`config.mk`:
```
export PLATFORM = sky130hd
export DESIGN_NAME = dtcm_arbiter
export DESIGN_NICKNAME = d
export VERILOG_FILES = /design/src/rtl/dtcm_arbiter_pkg.sv /design/src/rtl/dtcm_arbiter_id_fifo.sv /design/src/rtl/dtcm_arbiter.sv
export SDC_FILE = /design/constraint.sdc
export NUM_CORES = 1
export LEC_CHECK = 0
export CORE_AREA = 2 2 101 103
export CTS_BUF_LIST = sky130_fd_sc_hd__clkbuf_4 sky130_fd_sc_hd__clkbuf_8
export DETAILED_ROUTE_END_ITERATION = 12
export DIE_AREA = 0 0 103 105
export PLACE_DENSITY = 0.69
export RECOVER_POWER = 50
export SYNTH_ARGS = -nofsm -noshare
export SYNTH_HDL_FRONTEND = slang
export SYNTH_SLANG_ARGS = --single-unit
```
`constraint.sdc`:
```
create_clock -name clk -period 5.08 [get_ports clk]
set_clock_uncertainty 0.2 [all_clocks]
set_input_delay 0.508 -clock clk [delete_from_list [all_inputs] [get_ports clk]]
set_output_delay 0.508 -clock clk [all_outputs]
set_load 0.05 [all_outputs]
```
`src/rtl/dtcm_arbiter_pkg.sv`:
```
// Shared widths, requester IDs and the winner-selection helper for the DTCM arbiter.
package dtcm_arbiter_pkg;

   localparam int XLEN        = 32;
   localparam int DTCM_RAM_AW = 14;

   localparam logic DTCM_ARB_ID_LSU = 1'b0;
   localparam logic DTCM_ARB_ID_EXT = 1'b1;

   typedef struct packed {
      logic                   read;
      logic [DTCM_RAM_AW-1:0] addr;
      logic [XLEN-1:0]        wdata;
      logic [XLEN/8-1:0]      wmask;
   } dtcm_cmd_t;

   // pref is the ID that wins a tie in round-robin mode.
   function automatic logic pick_winner(input logic lsu_v, input logic ext_v,
                                        input logic pref, input logic lsu_prio);
      if (lsu_v && ext_v) return lsu_prio ? DTCM_ARB_ID_LSU : pref;
      return ext_v ? DTCM_ARB_ID_EXT : DTCM_ARB_ID_LSU;
   endfunction

endpackage

```
`src/rtl/dtcm_arbiter_id_fifo.sv`:
```
// Outstanding-command owner FIFO: 1-bit requester IDs, registered full/empty flags.
module arb_id_fifo #(
   parameter int DEPTH = 2
) (
   input  logic clk,
   input  logic rst_n,
   input  logic push_i,
   input  logic din_i,
   input  logic pop_i,
   output logic dout_o,
   output logic full_o,
   output logic empty_o
);

   localparam int PW = (DEPTH > 1) ? $clog2(DEPTH) : 1;
   localparam int CW = $clog2(DEPTH + 1);

   logic [DEPTH-1:0] mem_q;
   logic [PW-1:0]    wr_ptr_q, wr_ptr_d;
   logic [PW-1:0]    rd_ptr_q, rd_ptr_d;
   logic [CW-1:0]    cnt_q, cnt_d;
   logic             do_push, do_pop;

   function automatic logic [PW-1:0] ptr_inc(input logic [PW-1:0] p);
      return (p == PW'(DEPTH - 1)) ? '0 : p + PW'(1);
   endfunction

   assign full_o  = (cnt_q == CW'(DEPTH));
   assign empty_o = (cnt_q == '0);
   assign do_push = push_i & ~full_o;
   assign do_pop  = pop_i & ~empty_o;
   assign dout_o  = mem_q[rd_ptr_q];

   always_comb begin
      wr_ptr_d = do_push ? ptr_inc(wr_ptr_q) : wr_ptr_q;
      rd_ptr_d = do_pop  ? ptr_inc(rd_ptr_q) : rd_ptr_q;
      cnt_d    = cnt_q;
      if (do_push && !do_pop)      cnt_d = cnt_q + CW'(1);
      else if (!do_push && do_pop) cnt_d = cnt_q - CW'(1);
   end

   always_ff @(posedge clk or negedge rst_n) begin
      if (!rst_n) begin
         mem_q    <= '0;
         wr_ptr_q <= '0;
         rd_ptr_q <= '0;
         cnt_q    <= '0;
      end else begin
         if (do_push) mem_q[wr_ptr_q] <= din_i;
         wr_ptr_q <= wr_ptr_d;
         rd_ptr_q <= rd_ptr_d;
         cnt_q    <= cnt_d;
      end
   end

endmodule

```
`src/rtl/dtcm_arbiter.sv`:
```
// Shares the DTCM port between the LSU and the external bus; commands are muxed
// combinationally, responses are returned in issue order using the owner FIFO.
module dtcm_arbiter
   import dtcm_arbiter_pkg::*;
#(
   parameter int OUTS_DEPTH = 2,
   parameter bit LSU_PRIO   = 1'b0
) (
   input  logic                   clk,
   input  logic                   rst_n,
   input  logic                   lsu_cmd_valid,
   output logic                   lsu_cmd_ready,
   input  logic                   lsu_cmd_read,
   input  logic [DTCM_RAM_AW-1:0] lsu_cmd_addr,
   input  logic [XLEN-1:0]        lsu_cmd_wdata,
   input  logic [XLEN/8-1:0]      lsu_cmd_wmask,
   output logic                   lsu_rsp_valid,
   input  logic                   lsu_rsp_ready,
   output logic [XLEN-1:0]        lsu_rsp_rdata,
   input  logic                   ext_cmd_valid,
   output logic                   ext_cmd_ready,
   input  logic                   ext_cmd_read,
   input  logic [DTCM_RAM_AW-1:0] ext_cmd_addr,
   input  logic [XLEN-1:0]        ext_cmd_wdata,
   input  logic [XLEN/8-1:0]      ext_cmd_wmask,
   output logic                   ext_rsp_valid,
   input  logic                   ext_rsp_ready,
   output logic [XLEN-1:0]        ext_rsp_rdata,
   output logic                   dtcm_cmd_valid,
   input  logic                   dtcm_cmd_ready,
   output logic                   dtcm_cmd_read,
   output logic [DTCM_RAM_AW-1:0] dtcm_cmd_addr,
   output logic [XLEN-1:0]        dtcm_cmd_wdata,
   output logic [XLEN/8-1:0]      dtcm_cmd_wmask,
   input  logic                   dtcm_rsp_valid,
   output logic                   dtcm_rsp_ready,
   input  logic [XLEN-1:0]        dtcm_rsp_rdata
);

   logic      fifo_full, fifo_empty, fifo_head, fifo_pop;
   logic      lock_q, lock_d;
   logic      lock_id_q, lock_id_d;
   logic      pref_q, pref_d;
   logic      win_id, lsu_win, ext_win, cmd_hs, rsp_live;
   dtcm_cmd_t cmd_sel;

   // A lock only holds while its requester still asserts valid, so the muxed
   // payload always belongs to a requester that is actually requesting.
   always_comb begin
      win_id = pick_winner(lsu_cmd_valid, ext_cmd_valid, pref_q, LSU_PRIO);
      if (lock_q && ((lock_id_q == DTCM_ARB_ID_EXT) ? ext_cmd_valid : lsu_cmd_valid))
         win_id = lock_id_q;
   end

   assign dtcm_cmd_valid = rst_n & (lsu_cmd_valid | ext_cmd_valid) & ~fifo_full;
   assign lsu_win        = dtcm_cmd_valid & (win_id == DTCM_ARB_ID_LSU);
   assign ext_win        = dtcm_cmd_valid & (win_id == DTCM_ARB_ID_EXT);
   assign lsu_cmd_ready  = lsu_win & dtcm_cmd_ready;
   assign ext_cmd_ready  = ext_win & dtcm_cmd_ready;
   assign cmd_hs         = dtcm_cmd_valid & dtcm_cmd_ready;

   always_comb begin
      cmd_sel = '0;
      if (ext_win)      cmd_sel = '{ext_cmd_read, ext_cmd_addr, ext_cmd_wdata, ext_cmd_wmask};
      else if (lsu_win) cmd_sel = '{lsu_cmd_read, lsu_cmd_addr, lsu_cmd_wdata, lsu_cmd_wmask};
   end

   assign dtcm_cmd_read  = cmd_sel.read;
   assign dtcm_cmd_addr  = cmd_sel.addr;
   assign dtcm_cmd_wdata = cmd_sel.wdata;
   assign dtcm_cmd_wmask = cmd_sel.wmask;

   always_comb begin
      lock_d    = dtcm_cmd_valid & ~dtcm_cmd_ready;
      lock_id_d = win_id;
      pref_d    = cmd_hs ? ~win_id : pref_q;
   end

   always_ff @(posedge clk or negedge rst_n) begin
      if (!rst_n) begin
         lock_q    <= 1'b0;
         lock_id_q <= DTCM_ARB_ID_LSU;
         pref_q    <= DTCM_ARB_ID_LSU;
      end else begin
         lock_q    <= lock_d;
         lock_id_q <= lock_id_d;
         pref_q    <= pref_d;
      end
   end

   // A response with nothing outstanding is swallowed so the RAM cannot stall.
   assign rsp_live       = rst_n & dtcm_rsp_valid & ~fifo_empty;
   assign lsu_rsp_valid  = rsp_live & (fifo_head == DTCM_ARB_ID_LSU);
   assign ext_rsp_valid  = rsp_live & (fifo_head == DTCM_ARB_ID_EXT);
   assign lsu_rsp_rdata  = lsu_rsp_valid ? dtcm_rsp_rdata : '0;
   assign ext_rsp_rdata  = ext_rsp_valid ? dtcm_rsp_rdata : '0;
   assign dtcm_rsp_ready = rst_n & (fifo_empty ? dtcm_rsp_valid :
                           ((fifo_head == DTCM_ARB_ID_EXT) ? ext_rsp_ready : lsu_rsp_ready));
   assign fifo_pop       = rsp_live & dtcm_rsp_ready;

   arb_id_fifo #(.DEPTH(OUTS_DEPTH)) u_id_fifo (
      .clk     (clk),
      .rst_n   (rst_n),
      .push_i  (cmd_hs),
      .din_i   (win_id),
      .pop_i   (fifo_pop),
      .dout_o  (fifo_head),
      .full_o  (fifo_full),
      .empty_o (fifo_empty)
   );

endmodule

```
After elaboration in Yosys (flattened, before gate mapping) --
Index checks and enable logic that the tools add are counted.
Cells by class: $add $sub $neg 4, mux-type cells 21, eq/ne operators 1, $lt $le $gt $ge 3, reduce and logical (&&, ||, !) cells 9, bitwise operators 22
Operators by type and width (number):
- 51-bit 2-to-1 mux | 2
- 32-bit 2-to-1 mux | 2
- 1-bit bitwise AND | 16
- 1-bit 2-to-1 mux | 13
- 1-bit logical AND | 5
- 1-bit inverter | 5
- 1-bit by 2-bit < comparator with 1-bit output (second input constant) | 2
- 2-bit 2-to-1 mux | 2
- 1-bit adder (second input constant) | 2
- 2-bit by 1-bit adder with 2-bit output (second input constant) | 1
- 2-bit bitwise mux | 1
- 2-bit equality test (second input constant) | 1
- 1-bit zero test | 2
- 2-bit zero test | 1
- 2-bit nonzero test | 1
- 2-bit by 1-bit subtractor with 2-bit output (second input constant) | 1
- 1-bit demux with 1-bit select | 1
- 1-bit greater-or-equal comparator (second input constant) | 1
- 1-bit bitwise OR | 1
Word-level totals: output and inout bits 121, bits of input ports 142, logic and storage cells 67, bits in registers 9

Depth between registers and ports, before layout --
Gate-level depths: netlist (run 1).
depth in word-level cells 10, gate-level depth with buffers 8, depth with buffers taken out 7

Hierarchy --
From an unflattened synthesis (run 1), not the netlist that was laid out.
Unflattened totals: cells, all modules 415, area total of the unflattened synthesis 2468.6 um^2
By module, submodules not included:
- dtcm_arbiter | cells each 392, instances 1, sequential area each 75.1 um^2, area an instance 2184.6 um^2
- arb_id_fifo | cells each 23, instances 1, sequential area each 150.1 um^2, area an instance 284.0 um^2

Least setup slack after synthesis (run 1) --
Ideal clock, no wire load.
path kind input to output, start point input ext_cmd_valid, end point output dtcm_cmd_wdata[0], setup slack 2437 ps, path buffers 2, data required time 4372 ps, arrival time 1935 ps, stages 5, cell sequence o21a_1 > buf_4 > clkbuf_1 > nand3_1 > mux2i_1
On the way: word-level cells in the longest chain between the ends 8, elaborated cells on any way between the ends 15, those cells by class mux (7); bitwise (6); reduce/logical (2)
RTL lines:
- start, declared | line dtcm_arbiter.sv:20 | input logic ext_cmd_valid,
- 1-bit logical AND | line dtcm_arbiter_pkg.sv:20 | if (lsu_v && ext_v) return lsu_prio ? DTCM_ARB_ID_LSU : pref;
- 1-bit 2-to-1 mux | line dtcm_arbiter_pkg.sv:20
- 1-bit 2-to-1 mux | line dtcm_arbiter_pkg.sv:21 | return ext_v ? DTCM_ARB_ID_EXT : DTCM_ARB_ID_LSU;
- 1-bit 2-to-1 mux | line dtcm_arbiter.sv:51 | if (lock_q && ((lock_id_q == DTCM_ARB_ID_EXT) ? ext_cmd_valid : lsu_cmd_valid))
- 1-bit inverter | line dtcm_arbiter.sv:56 | assign lsu_win = dtcm_cmd_valid & (win_id == DTCM_ARB_ID_LSU);
- 1-bit bitwise AND | line dtcm_arbiter.sv:56
- 51-bit 2-to-1 mux | line dtcm_arbiter.sv:65 | else if (lsu_win) cmd_sel = '{lsu_cmd_read, lsu_cmd_addr, lsu_cmd_wdata, lsu_cmd_wmask};
- 51-bit 2-to-1 mux (*) | line dtcm_arbiter.sv:64 | if (ext_win) cmd_sel = '{ext_cmd_read, ext_cmd_addr, ext_cmd_wdata, ext_cmd_wmask};
- end, declared | line dtcm_arbiter.sv:33 | output logic [XLEN-1:0] dtcm_cmd_wdata,
Mark *: on every way between the ends. The rest lies on a longest branch, timed or not.

Worst setup path after layout (run 1) --
start point input rst_n, end point output dtcm_cmd_wdata[7]
On the way: word-level cells in the longest chain between the ends 5, elaborated cells on any way between the ends 6, those cells by class mux (2); bitwise (4)
RTL lines:
- start, declared | line dtcm_arbiter.sv:10 | input logic rst_n,
- 1-bit bitwise AND (*) (2 in a row) | line dtcm_arbiter.sv:55 | assign dtcm_cmd_valid = rst_n & (lsu_cmd_valid | ext_cmd_valid) & ~fifo_full;
- 1-bit bitwise AND | line dtcm_arbiter.sv:56
- 51-bit 2-to-1 mux | line dtcm_arbiter.sv:65
- 51-bit 2-to-1 mux (*) | line dtcm_arbiter.sv:64
Marks and branches as above.

==> Flow_metrics.wiki, run 1 <==
{| class="wikitable"
! Metric !! Value
|-
| Status || complete, no violations
|-
| Post-synthesis instance area || between 2000 and 2500 sq um
|-
| Number of nets in the layout || 681
|-
| Gate count after technology mapping || roughly 310
|-
| Normalized max-slew margin || between 50% and 60%
|-
| Post-route cell area || just under 5000 sq um
|-
| Kind of capture point of the worst setup path || output pin
|-
| Final antenna-violating net count || 0
|-
| Metal3 WL || 1.12 mm
|-
| Layout cells sized above 1 || 2.79%
|-
| Number of synthesized flops with an enable pin || 0
|-
| Vias in the first global route || 2920
|-
| Dominant cell type by area after synthesis || mux2i_1
|-
| Post-route fraction of the period consumed by the critical path || around 80%
|-
| Worst Setup Start Kind || input pin
|-
| Synthesis-to-layout area growth || 118%
|-
| Largest cells by area after synthesis || mux2i_1 (23%), nand3_1 (23%), and3_1 (18%)
|-
| Standard cell area after detailed placement || about 4800 sq um
|-
| Number of max-cap violations || 0
|-
| Hold Fails Final Rpt || 0
|-
| Aggregate global routing overflow || 0
|-
| Total of hold buffers inserted after clock tree synthesis || 0
|-
| Highest attainable clock frequency || roughly 0.24 GHz
|-
| Wire length the detailed router placed on met1 || ~3.7 mm
|-
| Number of warning messages in the yosys log || 0
|-
| Clock slew at the register clock pins of the worst setup and hold paths || 40 ps
|-
| Fraction of synthesis flops using an asynchronous set or reset pin || 100%
|-
| Mean instance size in the synthesized netlist || just over 7 sq um
|-
| First-pass GRT wire length || between 10 and 15 mm
|-
| 1st-iter DRT viols || between 100 and 150
|-
| Skew-Pair Late Insertion Delay || between 200 and 250 ps
|-
| Nets in the synthesized netlist || around 450
|-
| Setup CP Type || in2out
|-
| Met2 Routed Length || about 4.8 mm
|-
| Number of port buffers || about 260
|-
| Most used flip-flop cell after synthesis || dfrtp_1
|-
| Number of clock buffers inserted by TritonCTS || 3
|-
| Clock sink count || 9
|-
| Post-Route Setup TNS || 0 ps
|-
| Pin count of the biggest net entering global routing || 63
|-
| Total die area || 10800 sq um
|-
| Count of unresolved DRC violations after routing || 0
|-
| Total power per unit cell area || approximately 340 nW/um^2
|-
| Vias || 3188
|-
| Worst hold path type || reg2reg
|-
| Global router's overall resource usage || 16.2%
|-
| Maximum fanout along the worst path || slightly above 60
|-
| Resized cells post-CTS || 0
|-
| Most frequently used cell type in the post-synthesis netlist || nand3_1
|-
| Clock tree from TritonCTS || built
|-
| Die Height || around 110 um
|-
| Post-detailed-route via-to-cell ratio || approximately 4.8
|-
| Critical Path AT || 3430 ps
|-
| Max H-tree Level || 1
|-
| Final wirelength || 9.82 mm
|-
| Static leakage power || around 2.2 nW
|-
| Top routing layer in use || met4
|-
| Ranking of synthesized cells by instance count || nand3_1 (104), and3_1 (64), mux2i_1 (52)
|-
| Area of the core || 9640 sq um
|-
| Die boundary width || 103 um
|-
| Number of antenna violations at the first check in global routing || 0
|-
| Proportion of netlist area held by the largest area contributor || 23.3%
|-
| Yosys cell types || 36
|-
| Final critical delay including setup and external delays || around 4100 ps
|-
| Routed wire length per instance || about 15 um
|-
| Required time of the worst setup path || about 4400 ps
|-
| Number of placed I/O pins || around 260
|-
| Post-CTS repair timing setup buffer count || 0
|-
| Max VDD drop || approximately 0.2 mV
|-
| Length of the first detailed-routing pass in iterations || 5
|-
| Initial standard-cell utilization of the core || between 20% and 30%
|-
| HPWL after detailed placement || 7.63 mm
|-
| GP Congestion || approximately 0.79
|-
| Number of antenna repair diodes || 0
|-
| Count of state elements after synthesis || 9
|-
| Worst Hold Slack || roughly 290 ps
|-
| Pins over their slew limit || 0
|-
| Number of buffers on the longest clock path || 2
|-
| Finish-stage setup viols || 0
|-
| CTS Root Buffer Type || clkbuf_8
|-
| Unrepaired setup endpoints after global routing || no
|-
| Sequential cell area fraction in the yosys report || 10.1%
|-
| Slew at the pin closest to its max-slew limit || between 600 and 700 ps
|-
| Cell Rows || 36
|}
critical path: stages:
cell	delay [ps]
dlygate4sd3_1	870
o21a_4	520
buf_12	310
nand3_1	120
mux2i_1	210
clkdlybuf4s50_1	850
final timing paths:
kind | from | end | slack (ps) | cells after the start
max in group asynchronous | rst_n | u_id_fifo.wr_ptr_q$_DFFE_PN0P_ | 3830 | 1
worst max-delay path | rst_n | dtcm_cmd_wdata[7] | 940 | 6
worst max register to register | u_id_fifo.rd_ptr_q$_DFFE_PN0P_ | u_id_fifo.cnt_q[1]$_DFFE_PN0P_ | 2750 | 6
worst min register to register | u_id_fifo.wr_ptr_q$_DFFE_PN0P_ | u_id_fifo.wr_ptr_q$_DFFE_PN0P_ | 290 | 1
worst min-delay path | u_id_fifo.wr_ptr_q$_DFFE_PN0P_ | u_id_fifo.wr_ptr_q$_DFFE_PN0P_ | 290 | 1
min in group asynchronous | rst_n | u_id_fifo.cnt_q[1]$_DFFE_PN0P_ | 500 | 1
layout by cell type, fill, tap and decap left out:
master,n
ha_1,1
o21ai_0,1
clkdlybuf4s50_1,210
mux2i_1,52
nor2b_1,1
xnor2_1,2
and2_1,2
and3b_1,1
inv_1,1
dlygate4sd3_1,52
and3_1,64
o21a_4,1
xor2_1,2
nor2_1,4
mux2_1,2
nand2_1,2
o211ai_1,1
a211oi_1,1
buf_4,2
nand4b_1,3
clkbuf_8,3
or2_2,1
a21o_1,1
o211a_1,1
mux2_2,1
nand3_1,104
dfrtp_1,9
clkbuf_4,1
buf_12,3
mux2i_2,1
nor3b_1,1
a21oi_1,1
nand2b_4,1
nand4_1,1
a21boi_4,1
a31oi_1,2
registers in the layout, summed over array words and instances, names as in the netlist:
register	flops
u_id_fifo.wr_ptr_q	1
u_id_fifo.rd_ptr_q	1
lock_id_q	1
pref_q	1
lock_q	1
u_id_fifo.mem_q	2
u_id_fifo.cnt_q	2
power breakdown:
part | total, W | switching, W | internal, W
logic | 0.00142 | 0.000925 | 0.000490
registers | 0.000139 | 0.0000369 | 0.000102
clock network | 0.0000881 | 0.0000281 | 0.0000600
cells by family (layout without fill, tap and decap cells):
logic type	Yosys count	count (layout)	synth area share, %
AO/OA/AOI/OAI	10	10	3.30
multiplexers	56	56	25.4
buffers and inverters	44	272	13.3
XOR/XNOR	4	4	1.57
AND/OR/NAND/NOR	185	185	45.8
adder cells (fa/ha/maj)	1	1	0.560
flip-flops	9	9	10.1
layer usage:
metal / vias to the layer above / GRT usage [%]
li1: 1596 / -
met1: 1416 / 18.0
met2: 160 / 29.1
met3: 16 / 4.95
met4: 0 / 4.61
met5: - / 0
metrics by stage:
stage / setup slack (ps) / std cells / utilization [%] / power [W]
CTS: 970 / 670 / 50.6 / 0.00168
global route: 694 / 670 / 50.6 / 0.00174
finish: 938 / 670 / 50.6 / 0.00164
floorplan: 2440 / 309 / - / 0.00119
global placement: 1080 / 666 / 50.1 / 0.00157
detailed placement: 971 / 666 / 50.1 / 0.00159
final cells by class:
type	instances	area, sq um
Fill cell	964	4760
Multi-Input combinational cell	256	1740
Clock buffer	4	48.8
Sequential cell	9	225
Timing Repair Buffer	267	2700
Inverter	1	3.75
Tap cell	133	166
(Power assumes the default switching activity.)
==> inputs of run 2 (changes only) <==
clock period = 4.33 ns   (was 5.08 ns; I/O delays follow)
==> run 2 against run 1 <==
Effect of this change: critical path type unchanged; via count rose by 0.63%; largest cell class unchanged; die area unchanged; sequential share of layout area rose by 0.096 points; utilization decreased by 1.0 points; global-route usage up 0.37 points; clock power increased by 16%; register-to-register slack got worse by 1200 ps; setup slack worse by 280 ps; combinational power up 16%; non-clock buffer count is 3 higher; final cell count increased by 0.45%.
==> Flow_metrics.wiki, run 2 (same netlist as run 1, synthesis figures left out) <==
{| class="wikitable"
! Metric !! Value
|-
| Status || complete, no violations
|-
| Clock slew at the register clock pins of the worst setup and hold paths || ~40 ps
|-
| Critical Path AT || 3040 ps
|-
| Pin count of the biggest net entering global routing || roughly 110
|-
| Max VDD drop || between 0.2 and 0.25 mV
|-
| Pins over their slew limit || 0
|-
| Die Height || 105 um
|-
| Crit-path leading delay family || buffers and inverters
|-
| Worst Setup Start Kind || input pin
|-
| Post-detailed-route via-to-cell ratio || 4.77
|-
| Static leakage power || ~2.1 nW
|-
| Worst Hold Slack || slightly below 300 ps
|-
| Max H-tree Level || 1
|-
| Buffers plus inverters on the worst setup path || 3
|-
| Number of max-cap violations || 0
|-
| Final antenna-violating net count || 0
|-
| GP Congestion || 0.840
|-
| Multi-input gate area in the final layout || around 1700 sq um
|-
| Aggregate global routing overflow || 0
|-
| Largest registers in the final layout || u_id_fifo.cnt_q x2, u_id_fifo.mem_q x2
|-
| Unrepaired setup endpoints after global routing || no
|-
| Post-Route Setup TNS || 0 ps
|-
| Clock tree from TritonCTS || built
|-
| Final wirelength || 10.1 mm
|-
| Worst hold path type || reg2reg
|-
| Routed wire length per instance || approximately 15 um
|-
| Longest individual stage delay on the worst path || approximately 840 ps
|-
| Post-CTS repair timing setup buffer count || 0
|-
| Area of the core || 9640 sq um
|-
| HPWL after detailed placement || approximately 7.7 mm
|-
| Skew-Pair Late Insertion Delay || roughly 230 ps
|-
| Kind of capture point of the worst setup path || output pin
|-
| Initial standard-cell utilization of the core || 23.2%
|-
| Final critical delay including setup and external delays || around 3700 ps
|-
| Area taken by flip-flops and latches || ~230 sq um
|-
| Total of hold buffers inserted after clock tree synthesis || 0
|-
| Most common library cell in the layout ignoring fill and taps || clkdlybuf4s50_1
|-
| CTS Root Buffer Type || clkbuf_8
|-
| Cell Rows || 36
|-
| Post-route fraction of the period consumed by the critical path || 84.8%
|-
| Filler cell count || 957
|-
| Number of antenna repair diodes || 0
|-
| Number of nets in the layout || just under 700
|-
| 1st-iter DRT viols || roughly 150
|-
| Hold Fails Final Rpt || 0
|-
| Maximum fanout along the worst path || 45
|-
| Vias || around 3200
|-
| Required time of the worst setup path || around 3700 ps
|-
| Total power per unit cell area || around 400 nW/um^2
|-
| First-pass GRT wire length || roughly 15 mm
|-
| Finish-stage setup viols || 0
|-
| Number of clock buffers inserted by TritonCTS || 3
|-
| Slew at the pin closest to its max-slew limit || roughly 1000 ps
|-
| Crit-path cells || dlygate4sd3_1 > o21a_4 > buf_4 > nand3_1 > mux2i_1 > clkdlybuf4s50_1
|-
| Top library cells by usage in the layout, fill and taps aside || clkdlybuf4s50_1 (211), nand3_1 (104), and3_1 (64)
|-
| Number of buffers on the longest clock path || 2
|-
| Clock sink count || 9
|-
| Die boundary width || around 100 um
|-
| Layout cells sized above 1 || between 2 and 3%
|-
| Total die area || approximately 11000 sq um
|-
| Synthesis-to-layout area growth || 114%
|-
| Highest attainable clock frequency || 0.272 GHz
|-
| Resized cells post-CTS || 0
|-
| Vias in the first global route || roughly 3000
|-
| Number of antenna violations at the first check in global routing || 0
|-
| Setup CP Type || in2out
|-
| Number of port buffers || 262
|-
| Normalized max-slew margin || 31.2%
|-
| Global router's overall resource usage || 16.6%
|-
| Count of unresolved DRC violations after routing || 0
|-
| Length of the first detailed-routing pass in iterations || 4
|-
| Cell with the largest stage delay on the worst path || clkdlybuf4s50_1
|-
| Number of placed I/O pins || approximately 260
|}
run 2: metrics by stage:
stage	setup WS, ps	total power (W)	instance area [sq um]	util (%)	cells
CTS	707	0.00197	4850	50.3	673
detailed placement	722	0.00186	4800	49.8	669
global route	476	0.00203	4780	49.6	673
finish	657	0.00192	4780	49.6	673
global placement	775	0.00184	4800	49.8	669
floorplan	1820	0.00140	2230	-	309
run 2: path summary, 6_finish.rpt:
check / startpoint / endpoint / slack (ps) / cells after the start
min in group asynchronous: rst_n / u_id_fifo.mem_q[1]$_DFFE_PN0P_ / 630 / 2
max: rst_n / dtcm_cmd_addr[6] / 660 / 6
max reg2reg: u_id_fifo.cnt_q[0]$_DFFE_PN0P_ / u_id_fifo.cnt_q[1]$_DFFE_PN0P_ / 1570 / 8
min reg2reg: u_id_fifo.wr_ptr_q$_DFFE_PN0P_ / u_id_fifo.wr_ptr_q$_DFFE_PN0P_ / 290 / 1
min: u_id_fifo.wr_ptr_q$_DFFE_PN0P_ / u_id_fifo.wr_ptr_q$_DFFE_PN0P_ / 290 / 1
max in group asynchronous: rst_n / u_id_fifo.rd_ptr_q$_DFFE_PN0P_ / 2980 / 2
run 2: cell type report:
class,instances,area share (%)
sequential,9,4.71
clock buffer,4,1.02
multi-input combinational,256,36.2
tap,133,3.48
timing repair buffer,270,54.5
inverter,1,0.0786
run 2: report_power, final:
part	internal [W]	leakage, nW	switching [W]
Clock	0.0000703	0.0262	0.0000314
Combinational	0.000560	2.00	0.00109
Sequential	0.000120	0.106	0.0000444
run 2: routing by layer:
layer | share of wire, % | global-route usage (%)
met1 | 39 | 19.0
met2 | 50 | 30.8
met3 | 9.4 | 4.01
met4 | 0.74 | 2.73
met5 | 0 | 0
==> inputs of run 3 (changes only) <==
PLACE_DENSITY = 0.72   (was 0.69)
clock period = 3.25 ns   (was 4.33 ns; I/O delays follow)
==> run 3 against run 2 <==
Effect of this change: highest routed layer unchanged; clock-buffer cell count is the same; first-iteration DRC count is 21% higher; largest power group unchanged; global-route usage grew 3.1 points; clock power up 37%; non-clock buffer count rose by 2; critical endpoint is now dtcm_cmd_wdata[17]; power rose by 53%; sequential power rose by 33%.
==> Flow_metrics.wiki, run 3 (same netlist as run 1, synthesis figures left out) <==
{| class="wikitable"
! Metric !! Value
|-
| Status || complete, no violations
|-
| Worst hold path type || in2async
|-
| Pin count of the biggest net entering global routing || between 60 and 70
|-
| Buffers plus inverters on the worst setup path || 3
|-
| Largest registers in the final layout || u_id_fifo.cnt_q x2, u_id_fifo.mem_q x2
|-
| Filler cell count || ~900
|-
| Number of port buffers || 262
|-
| Global router's overall resource usage || just under 20%
|-
| Clock tree from TritonCTS || built
|-
| Total die area || between 10000 and 15000 sq um
|-
| Die boundary width || 103 um
|-
| Clock sink count || 9
|-
| Number of antenna repair diodes || 0
|-
| Share of the core filled with cells || between 50% and 60%
|-
| Slew at the pin closest to its max-slew limit || 670 ps
|-
| First-pass GRT wire length || 17.0 mm
|-
| Initial standard-cell utilization of the core || 23.2%
|-
| Worst Setup Start Kind || input pin
|-
| Post-route fraction of the period consumed by the critical path || 90.5%
|-
| Unrepaired setup endpoints after global routing || no
|-
| Number of nets in the layout || 686
|-
| Max VDD drop || about 0.28 mV
|-
| Crit-path leading delay family || buffers and inverters
|-
| Vias in the first global route || ~3200
|-
| Layout cells sized above 1 || between 15 and 20%
|-
| Maximum fanout along the worst path || 45
|-
| Number of buffers on the longest clock path || 2
|-
| CTS Root Buffer Type || clkbuf_8
|-
| Count of unresolved DRC violations after routing || 0
|-
| Routed wire length per instance || between 15 and 20 um
|-
| Number of antenna violations at the first check in global routing || 0
|-
| Cell Rows || 36
|-
| Hold Fails Final Rpt || 0
|-
| Resized cells post-CTS || 0
|-
| Most common library cell in the layout ignoring fill and taps || clkdlybuf4s50_1
|-
| Kind of capture point of the worst setup path || output pin
|-
| Cell with the largest stage delay on the worst path || clkdlybuf4s50_1
|-
| Crit-path cells || clkdlybuf4s50_1 > a21boi_0 > buf_12 > mux2i_1 > clkbuf_1
|-
| Post-detailed-route via-to-cell ratio || just under 5
|-
| 1st-iter DRT viols || 182
|-
| Clock slew at the register clock pins of the worst setup and hold paths || about 40 ps
|-
| Total power per unit cell area || roughly 550 nW/um^2
|-
| Critical Path AT || 2420 ps
|-
| Setup CP Type || in2out
|-
| Length of the first detailed-routing pass in iterations || 5
|-
| Aggregate global routing overflow || 0
|-
| Final critical delay including setup and external delays || approximately 2900 ps
|-
| Total of hold buffers inserted after clock tree synthesis || 0
|-
| Normalized max-slew margin || a little under three fifths
|-
| HPWL after detailed placement || roughly 9.3 mm
|-
| Post-CTS repair timing setup buffer count || 0
|-
| Number of placed I/O pins || 263
|-
| Post-layout power || roughly 0.003 W
|-
| Max H-tree Level || 1
|-
| Finish-stage setup viols || 0
|-
| Die Height || between 100 and 150 um
|-
| Top library cells by usage in the layout, fill and taps aside || clkdlybuf4s50_1 (142), nand3_1 (104), buf_12 (79)
|-
| GP Congestion || 0.799
|-
| Required time of the worst setup path || 2720 ps
|-
| Number of clock buffers inserted by TritonCTS || 3
|-
| Final antenna-violating net count || 0
|-
| Pins over their slew limit || 0
|-
| Area of the core || a little under 10000 sq um
|-
| Vias || approximately 3300
|-
| Number of max-cap violations || 0
|-
| Skew-Pair Late Insertion Delay || 240 ps
|-
| Static leakage power || roughly 2.3 nW
|-
| Synthesis-to-layout area growth || 141%
|-
| Longest individual stage delay on the worst path || about 510 ps
|-
| Highest attainable clock frequency || around 0.34 GHz
|-
| Worst Hold Slack || just under 200 ps
|-
| Post-Route Setup TNS || 0 ps
|-
| Final wirelength || ~12 mm
|}
## run 3: layer usage
layer  wire, um  part of all wire, %  GRT usage (%)
met2       6050                   52           36.8
met3       1330                   11           6.35
met1       4110                   35           21.1
met5          0                    0              0
met4        127                  1.1           3.76
## run 3: metrics by stage
stage,instance area (sq um),setup slack (ps),instances
floorplan,2230,851,309
global placement,6060,626,671
detailed placement,6060,513,671
CTS,6110,471,675
global route,5380,213,675
finish,5380,307,675
## run 3: worst paths after layout
check	from	endpoint	slack, ps	depth (start not counted)
setup reg to reg	u_id_fifo.rd_ptr_q$_DFFE_PN0P_	u_id_fifo.cnt_q[1]$_DFFE_PN0P_	950	7
hold / removal	rst_n	u_id_fifo.cnt_q[0]$_DFFE_PN0P_	190	1
setup / recovery	ext_cmd_valid	dtcm_cmd_wdata[17]	310	5
hold reg to reg	u_id_fifo.wr_ptr_q$_DFFE_PN0P_	u_id_fifo.wr_ptr_q$_DFFE_PN0P_	290	1
max in group asynchronous	rst_n	u_id_fifo.mem_q[0]$_DFFE_PN0P_	2070	2
min in group clk	u_id_fifo.wr_ptr_q$_DFFE_PN0P_	u_id_fifo.wr_ptr_q$_DFFE_PN0P_	290	1
## run 3: final cells by class
class	instances	area (sq um)	share of cell area [%]
clock buffer	4	48.8	0.906
tap	133	166	3.09
inverter	1	3.75	0.0697
sequential	9	225	4.18
multi-input combinational	256	1720	32.0
timing repair buffer	272	3220	59.7
## run 3: where the power goes
group | leakage (nW) | switching, W | internal (W)
combinational | 2.20 | 0.00156 | 0.00102
clock | 0.0262 | 0.0000458 | 0.0000939
sequential | 0.106 | 0.0000599 | 0.000160
